**src/rtl/spi_stack_router.sv**
```systemverilog
// SPI minion front end that routes framed requests to nchan val/rdy channels (or loops
// them back) and returns channel-tagged responses through a round-robin arbiter.

module spi_stack_fifo #(
  parameter int W = 8,
  parameter int D = 2
) (
  input  logic         clk,
  input  logic         reset,
  input  logic         push,
  input  logic [W-1:0] din,
  input  logic         pop,
  output logic [W-1:0] dout,
  output logic         empty,
  output logic         full
);
  localparam int AW = (D > 1) ? $clog2(D) : 1;
  localparam int CW = $clog2(D + 1);

  logic [W-1:0]  mem [D];
  logic [AW-1:0] wptr, rptr;
  logic [CW-1:0] count;
  logic          do_push, do_pop;

  assign empty   = (count == '0);
  assign full    = (count == CW'(D));
  assign do_push = push & ~full;
  assign do_pop  = pop & ~empty;
  assign dout    = mem[rptr];

  function automatic logic [AW-1:0] next_ptr(input logic [AW-1:0] p);
    return (p == AW'(D - 1)) ? '0 : p + 1'b1;
  endfunction

  always_ff @(posedge clk or negedge reset) begin
    if (!reset) begin
      wptr  <= '0;
      rptr  <= '0;
      count <= '0;
    end else begin
      if (do_push) wptr <= next_ptr(wptr);
      if (do_pop)  rptr <= next_ptr(rptr);
      if (do_push && !do_pop)      count <= count + 1'b1;
      else if (!do_push && do_pop) count <= count - 1'b1;
    end
  end

  always_ff @(posedge clk) begin
    if (do_push) mem[wptr] <= din;
  end
endmodule

module spi_stack_router #(
  parameter  int nbits = 34,
  parameter  int nchan = 4,
  parameter  int depth = 2,
  localparam int cbits = $clog2(nchan),
  localparam int pbits = nbits - 2,
  localparam int dbits = pbits - cbits
) (
  input  logic                   clk,
  input  logic                   reset,
  input  logic [nchan-1:0]       loopthrough_sel,
  input  logic                   sclk,
  input  logic                   cs,
  input  logic                   mosi,
  output logic                   miso,
  output logic [nchan-1:0]       send_val,
  output logic [dbits-1:0]       send_msg,
  input  logic [nchan-1:0]       send_rdy,
  input  logic [nchan-1:0]       recv_val,
  input  logic [nchan*dbits-1:0] recv_msg,
  output logic [nchan-1:0]       recv_rdy,
  output logic                   frame_err
);
  localparam int abits = $clog2(nchan + 1);
  localparam int cntw  = $clog2(nbits + 2);
  localparam logic [cntw-1:0] CNT_FULL = cntw'(nbits);
  localparam logic [cntw-1:0] CNT_MAX  = cntw'(nbits + 1);

  logic [1:0]       sclk_sync, cs_sync, mosi_sync;
  logic             sclk_q, cs_q;
  logic             sclk_rise, sclk_fall, cs_fall, cs_rise;
  logic             in_frame, adv_val, adv_spc;
  logic [cntw-1:0]  bit_cnt;
  logic [nbits-1:0] rx_sr, tx_sr;
  logic             frame_end, cnt_ok, req_push, req_drop, resp_pop;

  logic             req_pop, req_empty, req_full;
  logic [pbits-1:0] req_head;
  logic [cbits-1:0] head_chan;
  logic             chan_bad, head_loop, loop_req, loop_gnt, err_disp;

  logic             resp_push, resp_empty, resp_full;
  logic [pbits-1:0] resp_din, resp_head;
  logic [nchan:0]   req_vec;
  logic [abits-1:0] rr_ptr, gnt_idx, arb_idx;
  logic [abits:0]   arb_sum;
  logic             gnt_any, xfer;

  // Pin synchronizers and edge detect
  always_ff @(posedge clk or negedge reset) begin
    if (!reset) begin
      sclk_sync <= '0;
      cs_sync   <= '0;
      mosi_sync <= '0;
      sclk_q    <= 1'b0;
      cs_q      <= 1'b0;
    end else begin
      sclk_sync <= {sclk_sync[0], sclk};
      cs_sync   <= {cs_sync[0], cs};
      mosi_sync <= {mosi_sync[0], mosi};
      sclk_q    <= sclk_sync[1];
      cs_q      <= cs_sync[1];
    end
  end

  assign sclk_rise = sclk_sync[1] & ~sclk_q;
  assign sclk_fall = ~sclk_sync[1] & sclk_q;
  // A cs fall needs cs_q high, so after reset nothing starts until cs has been seen high.
  assign cs_fall   = ~cs_sync[1] & cs_q;
  assign cs_rise   = cs_sync[1] & ~cs_q;

  // Frame engine
  always_ff @(posedge clk or negedge reset) begin
    if (!reset) begin
      in_frame <= 1'b0;
      bit_cnt  <= '0;
      tx_sr    <= '0;
      adv_val  <= 1'b0;
      adv_spc  <= 1'b0;
    end else if (cs_fall) begin
      in_frame <= 1'b1;
      bit_cnt  <= '0;
      tx_sr    <= {~resp_empty, ~req_full, resp_empty ? {pbits{1'b0}} : resp_head};
      adv_val  <= ~resp_empty;
      adv_spc  <= ~req_full;
    end else if (cs_rise) begin
      in_frame <= 1'b0;
    end else if (in_frame) begin
      if (sclk_rise && bit_cnt != CNT_MAX) bit_cnt <= bit_cnt + 1'b1;
      if (sclk_fall) tx_sr <= {tx_sr[nbits-2:0], 1'b0};
    end
  end

  always_ff @(posedge clk) begin
    if (in_frame && sclk_rise) rx_sr <= {rx_sr[nbits-2:0], mosi_sync[1]};
  end

  assign miso      = tx_sr[nbits-1];
  assign frame_end = cs_rise & in_frame;
  assign cnt_ok    = (bit_cnt == CNT_FULL);
  assign req_push  = frame_end & cnt_ok & rx_sr[nbits-1] & adv_spc;
  assign req_drop  = frame_end & cnt_ok & rx_sr[nbits-1] & ~adv_spc;
  assign resp_pop  = frame_end & cnt_ok & rx_sr[nbits-2] & adv_val;

  always_ff @(posedge clk or negedge reset) begin
    if (!reset) frame_err <= 1'b0;
    else        frame_err <= (frame_end & ~cnt_ok) | req_drop | err_disp;
  end

  spi_stack_fifo #(.W(pbits), .D(depth)) u_req_fifo (
    .clk(clk), .reset(reset), .push(req_push), .din(rx_sr[pbits-1:0]),
    .pop(req_pop), .dout(req_head), .empty(req_empty), .full(req_full)
  );

  // Request dispatch
  assign head_chan = req_head[pbits-1 -: cbits];
  assign send_msg  = req_head[dbits-1:0];
  assign chan_bad  = ({1'b0, head_chan} >= (cbits + 1)'(nchan));
  assign head_loop = loopthrough_sel[head_chan];
  assign loop_req  = ~req_empty & ~chan_bad & head_loop;

  always_comb begin
    send_val = '0;
    req_pop  = 1'b0;
    err_disp = 1'b0;
    if (!req_empty) begin
      if (chan_bad) begin
        req_pop  = 1'b1;
        err_disp = 1'b1;
      end else if (head_loop) begin
        req_pop = loop_gnt;
      end else begin
        send_val[head_chan] = 1'b1;
        req_pop             = send_rdy[head_chan];
      end
    end
  end

  // Round-robin response arbiter; index nchan is the loopback requester
  assign req_vec = {loop_req, recv_val};

  always_comb begin
    gnt_any = 1'b0;
    gnt_idx = '0;
    arb_sum = '0;
    arb_idx = '0;
    for (int k = 0; k <= nchan; k++) begin
      arb_sum = {1'b0, rr_ptr} + (abits + 1)'(k);
      if (arb_sum > (abits + 1)'(nchan)) arb_sum = arb_sum - (abits + 1)'(nchan + 1);
      arb_idx = arb_sum[abits-1:0];
      if (!gnt_any && req_vec[arb_idx]) begin
        gnt_any = 1'b1;
        gnt_idx = arb_idx;
      end
    end
  end

  assign xfer      = gnt_any & ~resp_full;
  assign resp_push = xfer;
  assign loop_gnt  = xfer & (gnt_idx == abits'(nchan));

  always_comb begin
    recv_rdy = '0;
    resp_din = req_head;
    for (int c = 0; c < nchan; c++) begin
      if (gnt_idx == abits'(c)) begin
        recv_rdy[c] = xfer;
        resp_din    = {cbits'(c), recv_msg[c*dbits +: dbits]};
      end
    end
  end

  always_ff @(posedge clk or negedge reset) begin
    if (!reset)    rr_ptr <= '0;
    else if (xfer) rr_ptr <= (gnt_idx == abits'(nchan)) ? '0 : gnt_idx + 1'b1;
  end

  spi_stack_fifo #(.W(pbits), .D(depth)) u_resp_fifo (
    .clk(clk), .reset(reset), .push(resp_push), .din(resp_din),
    .pop(resp_pop), .dout(resp_head), .empty(resp_empty), .full(resp_full)
  );
endmodule

```
**config.mk**
```make
export PLATFORM = sky130hd
export DESIGN_NAME = spi_stack_router
export DESIGN_NICKNAME = d
export VERILOG_FILES = /design/src/rtl/spi_stack_router.sv
export SDC_FILE = /design/constraint.sdc
export NUM_CORES = 1
export LEC_CHECK = 0
export ABC_AREA = 1
export CAP_MARGIN = 20
export CORE_UTILIZATION = 35
export CTS_BUF_LIST = sky130_fd_sc_hd__clkbuf_2 sky130_fd_sc_hd__clkbuf_4 sky130_fd_sc_hd__clkbuf_8
export CTS_CLUSTER_SIZE = 8
export DETAILED_ROUTE_END_ITERATION = 10
export PLACE_DENSITY_LB_ADDON = 0.05
export SYNTH_ARGS = -nofsm -noshare
export SYNTH_HDL_FRONTEND = slang
export SYNTH_HIERARCHICAL = 1
export SYNTH_SLANG_ARGS = --single-unit
```
**constraint.sdc**
```tcl
create_clock -name clk -period 5.65 [get_ports clk]
set_clock_uncertainty 0.1 [all_clocks]
set_input_delay 0.8475 -clock clk [delete_from_list [all_inputs] [get_ports clk]]
set_output_delay 0.8475 -clock clk [all_outputs]
set_load 0.005 [all_outputs]
```
Word level (Yosys, flattened, before mapping). Memory sizes are Yosys's and may differ from the RTL's. Index checks and enable logic that the tools add are counted. W data, S select, Z words.

Add/sub/neg operators: 19. Magnitude comparators: 12. Equality and inequality tests: 9. Mux-type cells: 67. Bitwise logic cells: 30. Reductions and logical operators: 30.

Operators with widths (number): $mux W32 (5); $mux W34 (4); $mux W3 (11); $mux W1 (29); $mux W6 (4); $lt A3 B4 Y1 const B (5); $and A1 B1 Y1 (19); $gt A4 B3 Y1 const B (4); $bmux W1 S3 (5); $sub A3 B3 Y3 const B (5); $reduce_bool A2 Y1 (6); $logic_and A1 B1 Y1 (11); $not A1 Y1 (10); $add A3 B2 Y4 const B (2); $logic_not A1 Y1 (8); $mux W2 (4); $mux W4 (2); $add A6 B1 Y6 const B (1); $eq A3 B2 Y1 const B (2); $eq A6 B6 Y1 const B (1); $ne A6 B6 Y1 const B (1); $reduce_and A3 Y1 (2); $add A1 B1 Y1 const B (4); $add A2 B1 Y2 const B (2); 16 further kinds (20).

Bits in registers: 97. Bits in writable memories: 128. Bits of input ports: 137. Output and inout bits: 40. Word-level logic and storage cells: 188. Memories: 2.

Memory list: u_req_fifo.mem (words 2, bits a word 32, read ports 1, clocked after memory_dff 0, wr ports 1, line 20) `logic [W-1:0] mem [D];`; u_resp_fifo.mem (words 2, bits a word 32, read ports 1, clocked after memory_dff 0, wr ports 1, line 20).

Depth between registers and ports, before layout. An unclocked memory read counts as a cell.

Depth after elaboration: 27. Gate-level depth with buffers: 31.

Hierarchy. The synthesis kept the hierarchy.

By module, submodules not included: spi_stack_router (instances 1, cells each 948, area an instance 6486.2 µm², seq. area each 2397.3 µm²); spi_stack_fifo (instances 2, cells each 199, area an instance 2558.7 µm², seq. area each 2021.9 µm²).

Worst setup path before layout. No wires, ideal clock.

Path type: register to register. Start: reg rr_ptr[0]. End: mem u_resp_fifo/mem[1][0] (netlist bit), enable pin. Library setup time: 0.421 ns. Data arrival time: 3.716 ns. Setup slack: 1.412 ns. Stages on the path, launching flop included: 19. Path buffers: 0. Period minus slack after synthesis: 4.238 ns. Cell sequence: dfrtp_1 -> inv_4 -> ha_1 -> inv_1 -> ha_1 -> inv_1 -> o21ai_0 -> inv_1 -> o211ai_1 -> nand3_2 -> nand2_2 -> nor2_4 -> nand2_1 -> nor2_4 -> nand3_1 -> nand2_1 -> inv_1 -> o21ai_0 -> nor2_1.

Word-level cells in the longest chain between the ends: 21. Elaborated cells on any way between the ends: 46. Those cells by class: add/sub: 9; order compare: 5; mux: 22; bitwise: 2; reduce/logical: 8.

RTL lines: start, declared (line 97) `logic [abits-1:0] rr_ptr, gnt_idx, arb_idx;`; start signal, assigned (line 227) `else if (xfer) rr_ptr <= (gnt_idx == abits'(nchan)) ? '0 : gnt_idx + 1'b1;`; parallel branches: the longest is 16 deep, another holds $add A3 B1 Y4; $mux W1 (*) (line 203) `if (!gnt_any && req_vec[arb_idx]) begin`; $and A1 B1 Y1 (*) (line 210) `assign xfer = gnt_any & ~resp_full;`; net resp_push (line 94) `logic resp_push, resp_empty, resp_full;`; $and A1 B1 Y1 (*) (line 27) `assign do_push = push & ~full;`; $mux W1 (*) (line 49) `if (do_push) mem[wptr] <= din;`; $mux W1 (implied by the code) (*) (line 49); end, declared (line 20).

Mark *: on every way through the listed nets, which the timed path passes. The select of a mux whose other input is x is not followed.

Worst setup path in the final report.
Start: reg rr_ptr[0]. End: out recv_rdy[3].

Word-level cells in the longest chain between the ends: 19. Elaborated cells on any way between the ends: 50. Those cells by class: add/sub: 9; order compare: 5; eq/ne: 1; mux: 26; bitwise: 1; reduce/logical: 8.

RTL lines: parallel branches: the longest is 18 deep, another holds $add A3 B1 Y4; $mux W1 (*) (line 218) `if (gnt_idx == abits'(c)) begin`; end, declared (line 73) `output logic [nchan-1:0] recv_rdy,`.

Mark *: on every way between the ends. The select of a mux whose other input is x is not followed.

==> out/metrics.cfg <==
[global_routing]
track_usage_pct = 20.37
grt_max_degree = 64
first_global_vias = 8948
grt_pass1_wl_um = 52030
antenna_found_initial = 1
gr-total-overflow = 0

[floorplanning]
dieHeight_um = 184.1
die_area_mm2 = 0.03389
initial_core_util_pct = 35.57
fp-row-count = 66
boundaryPins = 177
die_w_um = 184.1
core_mm2 = 0.03262

[finish]
multi_input_area_mm2 = 0.004120
most-common-layout-cells = nand2_1, inv_1, clkdlybuf4s50_1, edfxtp_1, nor2_1
num_antenna_cells = 0
area_growth_pct = 25.39
final_area_mm2 = 0.01455
num-fill-cells = 3263
mostFrequentLayoutCell = nand2_1
final_layout_size_suffix_gt1_share_pct = 8.317
nets = 1679
regArea_mm2 = 0.006444

[outcome]
status = completed

[clocking]
clock-root-buffer = clkbuf_8
cts_tree = yes
cts_buffer_depth = 3
cts.clk_slew.worst_paths_ns = 0.06
clkSinkCount = 225
htree_levels = 2
postCtsSetupRepairBufs = 0
cts_made_buffers = 41
clk_latency_ns = 0.54

[yosys]
ys_ff_latch = 225
synth_nets = 1506
syn_area_mm2 = 0.01160
yosysUniqueCellTypes = 43
synth_ff_type = edfxtp_1
ys.warnings.count = 6
syn_inst = 1346
synth_edf_count = 162
yosysSeqAreaShare_pct = 55.51
synth.avg_cell_area_um2 = 8.621
async_reset_ff_share_pct = 28.00

[setup_path]
critPathArrivalTime_ns = 4.35
crit_required_ns = 4.70
critical_path_buf_inv_count = 5
end_kind = output port
cp-startpoint = rr_ptr[0]$_DFFE_PN0N_
cp.depth = 22
r2r_cells = 25
slowest_delay_ns = 0.59
crit_family = simple AND/OR/NAND/NOR gates
cp_common_cell = nand2_1
worstSetupPathType = flop to output port
path_cells = inv_4 > ha_1 > inv_1 > nand2_1 > nand2_1 > nand2_1 > nand2_1 > nand3_1 > nand3_1 > nand2_1 > nor2_4 > nand2_1 > nor2_4 > nand2_1 > nand2_1 > o22ai_1 > inv_1 > ha_1 > ha_1 > clkinv_1 > nor2_1 > clkdlybuf4s50_1
cp_max_fo = 11
r2r_start = rr_ptr[0]$_DFFE_PN0N_
cp-start-kind = flop
slowest_stage = clkdlybuf4s50_1

[routing]
first_pass_iters = 5
routed_via_density = 4.760
drtIter0Drc = 670
drc = 0
dr_wl_met3_um = 1851
postRouteAntennaNets = 0
wl_met2_um = 15300
routedWlPerCell_um = 16.99
wirelength_um = 33860
num_vias = 9486
top_layer = met4
wl_met1_um = 16100

[placed_design]
dpl.hpwl_um = 24020
postPlaceCellArea_mm2 = 0.01373
gp_congestion = 0.8533
preCtsSetupSlack_ns = 0.7759
port_buffers = 176

[timing]
rsz0062_at_grt = false
max_freq_ghz = 0.1889
layout_setup_ws_ns = 0.3551
drv_slew = 0
setup_viol = 0
post-route-period-util_pct = 93.72
slew_headroom_pct = 42.35
min_period_ns = 5.295
finalHoldViolCount = 0
worstMarginPinSlew_ns = 0.8648
holdWs_ns = 0.2436
fin_tns_setup_ns = 0

[job]
drv_cap = 0

[worst_hold_path]
whs_path_depth = 0
min_from = sclk_sync[0]$_DFF_PN0_
hp-class = flop to flop

## synthesized netlist by cell type, types with 21 or more instances
cell type / n / area [µm²]
a21oi_1: 34 / 170.2
a31oi_1: 34 / 212.7
buf_2: 21 / 105.1
clkbuf_1: 23 / 86.33
dfrtp_1: 63 / 1577
edfxtp_1: 162 / 4865
ha_1: 23 / 287.8
inv_1: 180 / 675.7
nand2_1: 452 / 1697
nand3_1: 67 / 335.3
nand4_1: 62 / 387.9
nor2_1: 88 / 330.3
o21ai_1: 32 / 160.2
## final timing paths
check                                             endpoint  slack, ns
hold reg to reg                     sclk_sync[1]$_DFF_PN0_       0.24
setup / recovery                               recv_rdy[3]       0.36
min in group asynchronous           bit_cnt[0]$_DFFE_PN0P_       0.41
setup reg to reg           u_req_fifo/count[1]$_DFFE_PN0P_       0.95
hold / removal                      sclk_sync[1]$_DFF_PN0_       0.24
max in group asynchronous            rr_ptr[1]$_DFFE_PN0N_       4.43
## layer usage
metal	vias up	GRT usage, %
met2	250	31.48
met3	48	3.823
met5	-	0
met1	4435	29.23
li1	4753	-
met4	0	5.167
## stage by stage
stage | instances | utilization (%)
2_1_floorplan | 1346 | -
3_3_place_gp | 1918 | 42.10
3_5_place_dp | 1918 | 42.10
4_1_cts | 1993 | 44.60
5_1_grt | 1993 | 44.61
6_report | 1993 | 44.61
## area by class of cell
class                           instances  area share [%]
Timing Repair Buffer                  197           13.16
Sequential cell                       225           44.29
Tap cell                              442           3.801
Clock buffer                           63           5.228
Multi-Input combinational cell        867           28.32
Inverter                              187           4.841
Clock inverter                         12          0.3698
## cell families after synthesis
logic type               after synthesis  synth area share [%]
AO/OA/AOI/OAI                        135                 6.524
XOR/XNOR                               3                0.2265
adder cells (fa/ha/maj)               23                 2.480
buffers and inverters                254                 9.111
flip-flops                           225                 55.51
AND/OR/NAND/NOR                      706                 26.15
## state kept, by name (all words and copies together), names as in the netlist, 2 cells and up
register           flops
tx_sr                 34
rx_sr                 34
mosi_sync              2
bit_cnt                6
rr_ptr                 3
u_req_fifo/mem        64
u_req_fifo/count       2
sclk_sync              2
u_resp_fifo/count      2
cs_sync                2
u_resp_fifo/mem       64
## repair_timing
item	in CTS	in global routing
hold buffers	0	0
gates resized for setup	0	2
setup endpoints to repair	0	4
Power is left out: the tool's default activity adds up to more than one toggle a clock period on the data nets, which glitch-free logic cannot reach.
==> RTL change 1, RTL diff (config.mk and constraints unchanged) <==
Put one more register stage on the output `frame_err`, cleared by the reset. The value now appears one clock later. The other outputs are not delayed to match.
--- a/src/rtl/spi_stack_router.sv
+++ b/src/rtl/spi_stack_router.sv
@@ -78,6 +78,8 @@
   localparam logic [cntw-1:0] CNT_FULL = cntw'(nbits);
   localparam logic [cntw-1:0] CNT_MAX  = cntw'(nbits + 1);
 
+  logic frame_err_s0;
+
   logic [1:0]       sclk_sync, cs_sync, mosi_sync;
   logic             sclk_q, cs_q;
   logic             sclk_rise, sclk_fall, cs_fall, cs_rise;
@@ -155,8 +157,8 @@
   assign resp_pop  = frame_end & cnt_ok & rx_sr[nbits-2] & adv_val;
 
   always_ff @(posedge clk or negedge reset) begin
-    if (!reset) frame_err <= 1'b0;
-    else        frame_err <= (frame_end & ~cnt_ok) | req_drop | err_disp;
+    if (!reset) frame_err_s0 <= 1'b0;
+    else        frame_err_s0 <= (frame_end & ~cnt_ok) | req_drop | err_disp;
   end
 
   spi_stack_fifo #(.W(pbits), .D(depth)) u_req_fifo (
@@ -231,5 +233,13 @@
     .clk(clk), .reset(reset), .push(resp_push), .din(resp_din),
     .pop(resp_pop), .dout(resp_head), .empty(resp_empty), .full(resp_full)
   );
+  always_ff @(posedge clk or negedge reset) begin
+    if (!reset) begin
+      frame_err <= '0;
+    end else begin
+      frame_err <= frame_err_s0;
+    end
+  end
+
 endmodule
 
Check against the original RTL: not equivalent (a bounded check fails within 10 cycles, from zero or initial values and one cycle with reset low).
==> RTL change 1 against the unedited design <==
  * Area after synthesis increased by 1.9%
  * Worst setup slack improved by 0.0011 ns
  * Sequential cell count grew 1
  * Die area up 1.8%
  * Routed wire length grew 2.3%
  * Final area up 2.0%
  * Via count grew 1.8%
Power is not shown: default switching activity piles up to over one toggle a cycle in this logic, so the estimate is an artifact.
==> RTL change 1: results (changes against the unedited design) <==
htree depth=2 (unchanged); Port Buffers=176 (unchanged); # nets final=1705 (+1.5%); Synth area leaders=edfxtp_1 (41%), nand2_1 (14%), dfrtp_1 (14%), inv_1 (5.1%), nand4_1 (3.4%); syn_nets=1530 (+1.6%); CP max FO=9 (-2); CTS Root Cell=clkbuf_8; Critical Path End=recv_rdy[3]; Crit Reg-Reg Endpoint=u_req_fifo/count[1]; Final min period=5.294 ns (-0.001133 ns); commonest cells in the synthesized netlist=nand2_1 (451), edfxtp_1 (162), inv_1 (160); Hold/Removal Path Class=primary input to asynchronous set/reset pin; drt total wl=34.65 mm (+2.3%); CP top delay family=buffers and inverters; Placed Cells=1944 (+1.4%); drt wl/cell=17.14 um (+0.87%); async set-reset flop share out of synthesis=28.32% (+0.32 points); Overall Global Routing Usage=20.27% (-0.099 points); Setup Buffers After CTS=0 (unchanged); initial antenna violation count=2 (+1); first-pass GRT wire length=52.81 mm (+1.5%); drt first pass iters=5 (unchanged); reg2reg setup slack=0.88 ns (-0.07 ns); largest net degree at the start of global routing=61 (-4.7%); largest registers=u_req_fifo/mem: 64 flops, u_resp_fifo/mem: 64 flops; Clock Pin Slew Worst Setup and Hold Paths=0.06 ns (about the same); layout cells sized above 1=9.131% (+0.81 points); worst slew pin tran=0.8055 ns (-0.05935 ns); 1st-iter DRT viols=503 (-25%); final hold violations=0 (unchanged); vias in the first global route=9174 (+2.5%); Setup Slack @ Placement=0.5447 ns (-0.2312 ns); status=completed; Worst path max stage delay=0.52 ns (-0.07 ns); Netlist cell types=48 (+12%); register area share after synthesis=54.71% (-0.80 points); Worst Setup SP=rr_ptr[1]; CP Data Arrival Time=4.35 ns (about the same); vias per cell=4.777 (+0.36%); Post-DP HPWL=24.87 mm (+3.6%); gpl congestion=0.8616 (+0.97%); post-synthesis cell count=1370 (+1.8%)
==> RTL change 1: kinds of logic after synthesis <==
kind of cell | synth area share (%)
fa+ha+maj | 2.435
simple gates | 26.78
compound gates | 6.384
buf+inv | 9.327
flops | 54.71
xor+xnor | 0.3600
==> RTL change 1: cell type report <==
type                       instances  area [sq um]
fill                            3341         18030
sequential                       226          6469
multi-input combinational        887          4269
timing repair buffer             199          1942
clock buffer                      70         825.8
inverter                         190         716.9
tap                              442         553.0
clock inverter                     5         52.55
antenna                            3         7.507
==> RTL change 1: worst min-delay path by stage <==
stage | from | to
floorplan | cs_sync[0] | cs_sync[1]
global placement | cs_sync[0] | cs_sync[1]
detailed placement | mosi_sync[0] | mosi_sync[1]
CTS | reset | sclk_q
global route | reset | sclk_q
finish | reset | sclk_q
==> RTL change 1: metal layers <==
| metal | up-vias | GRT usage (%) | routed length [um] |
|---|---|---|---|
| met5 | - | 0 | 0 |
| li1 | 4845 | - | - |
| met1 | 4536 | 28.52 | 16320 |
| met2 | 235 | 32.19 | 16100 |
| met4 | 0 | 5.180 | 537 |
| met3 | 43 | 3.463 | 1687 |
==> RTL change 1: repair_timing <==
item,in CTS,in global routing
hold endpoints to repair,0,0
hold buffers,0,0
gates resized for setup,1,4
setup endpoints to repair,1,4
==> RTL change 1: per-stage QoR <==
stage	area (sq um)	hold WS, ns	util, %
global route	14830	0.05475	45.12
detailed placement	13940	0.2363	42.42
floorplan	11820	0.2312	-
global placement	13940	0.2364	42.42
CTS	14820	0.04554	45.10
finish	14840	0.06108	45.14
==> RTL change 2, RTL diff (same settings) <==
Without the edit above. `nchan`: 4 -> 2.
--- a/src/rtl/spi_stack_router.sv
+++ b/src/rtl/spi_stack_router.sv
@@ -52,7 +52,7 @@
 
 module spi_stack_router #(
   parameter  int nbits = 34,
-  parameter  int nchan = 4,
+  parameter  int nchan = 2,
   parameter  int depth = 2,
   localparam int cbits = $clog2(nchan),
   localparam int pbits = nbits - 2,
Ports: changed (7 resized); port bits go from 177 to 110. The function was not compared with the original's and may differ.
==> RTL change 2 against the unedited design <==
  * Final area shrank 20%
  * Area after synthesis is 17% lower
  * Critical path depth down 12
  * Sequential cell count decreased by 1
  * Worst setup slack improved by 1.3 ns
  * Routed wire length decreased by 32%
  * Cell count shrank 29%
  * Sequential share of layout area rose by 11 points
  * Global-route usage decreased by 3.5 points
  * Synthesized cell count down 32%
  * Utilization is 1.2 points lower
==> RTL change 2: results (changes against the unedited design) <==
status=completed; worst slew pin tran=1.053 ns (+0.1885 ns); drt total wl=22.93 mm (-32%); largest net degree at the start of global routing=67 (+4.7%); Netlist cell types=34 (-21%); CP max FO=27 (+16); async set-reset flop share out of synthesis=27.68% (-0.32 points); Yosys warnings=6 (unchanged); CP Data Arrival Time=3.08 ns (-1.27 ns); finished layout cell area=11700 sq um (-20%); Setup Buffers After CTS=0 (unchanged); register area share after synthesis=66.91% (+11 points); Synth area leaders=edfxtp_1 (51%), dfrtp_1 (16%), nand2_1 (15%), nand3_1 (3.0%), a31oi_1 (2.2%); initial antenna violation count=6 (+5); via count=6465 (-32%); first-pass GRT wire length=36.55 mm (-30%); area post-placement=10980 sq um (-20%); Overall Global Routing Usage=16.90% (-3.5 points); CTS Root Cell=clkbuf_8; 1st-iter DRT viols=387 (-42%); commonest cells in the synthesized netlist=nand2_1 (384), edfxtp_1 (162), dfrtp_1 (62); gpl congestion=0.8362 (-2.0%); Post-DP HPWL=15.50 mm (-35%); CTS Buf Count=39 (-4.9%); # nets final=1117 (-33%); Port Buffers=109 (-38%); vias in the first global route=6423 (-28%); syn_nets=993 (-34%); layout cells sized above 1=10.64% (+2.3 points)
[RTL change 2: cell types whose count changed after synthesis, moves of 13 or more]
| cell | unedited run | this run |
|---|---|---|
| ha_1 | 23 | 10 |
| clkbuf_1 | 23 | 8 |
| nand4_1 | 62 | 3 |
| o21ai_1 | 32 | 1 |
| nand2_1 | 452 | 384 |
| nor2_1 | 88 | 50 |
| inv_1 | 180 | 40 |
| a21oi_1 | 34 | 3 |
[RTL change 2: area by class of cell]
class,count,area (sq um)
well taps,341,426.7
repair buffers,121,1176
diodes,4,10.01
clock buffers,52,646.9
multi-input cells,602,2788
inverters,46,172.7
fillers,2608,15250
clock inverters,17,67.56
flip-flops and latches,224,6416
[RTL change 2: stage by stage]
step	util [%]	worst slack, ns	power [W]	hold slack, ns	cells
final	43.43	1.618	0.005362	0.2451	1407
after global routing	43.41	1.413	0.005750	0.2567	1405
after CTS	43.39	1.563	0.005454	0.2475	1403
after detailed placement	40.74	1.591	0.004055	0.2347	1334
after global placement	40.74	1.600	0.004038	0.2334	1334
after floorplan	-	1.982	0.003632	0.2312	910
[RTL change 2: metal layers]
| layer | wire [um] | GRT usage [%] |
|---|---|---|
| met5 | 12 | 0 |
| met4 | 546 | 6.262 |
| met3 | 1113 | 3.900 |
| met2 | 10420 | 26.03 |
| met1 | 10830 | 23.23 |
[RTL change 2: cell families after synthesis]
family / after synthesis / share of synthesized area (%)
adders and majority gates: 10 / 1.305
buffers and inverters: 84 / 4.227
DFF: 224 / 66.91
xor gates and xnor gates: 6 / 0.5480
and+or+nand+nor: 532 / 23.43
AOI/OAI and AO/OA: 54 / 3.575
[RTL change 2: path summary, 6_finish.rpt]
path                                             to  slack (ns)  cells past startpoint                from
worst min-delay path                     cs_sync[1]        0.25                      0          cs_sync[0]
worst max register to register  u_req_fifo/count[1]        2.65                     15           rr_ptr[0]
min in group asynchronous                 rr_ptr[1]        0.42                      2               reset
worst max-delay path                    recv_rdy[0]        1.62                     10  loopthrough_sel[1]
worst min register to register           cs_sync[1]        0.25                      0          cs_sync[0]
max in group asynchronous                 tx_sr[23]        4.45                      2               reset
[RTL change 2: where the power goes]
part           total, W  switching, W  internal, W
Combinational   0.00151       0.00104     0.000475
Sequential      0.00248      0.000135      0.00235
Clock           0.00137      0.000626     0.000740
[RTL change 2: critical path, cell delays in order]
cell and delay, ns:
clkdlybuf4s50_1 0.48, nand2_1 0.08, nand2_2 0.12, nand2_1 0.10, o21ai_4 0.26, nand3_2 0.13, nand2_4 0.30, nand2_1 0.15
nor2_1 0.12, clkdlybuf4s50_1 0.50
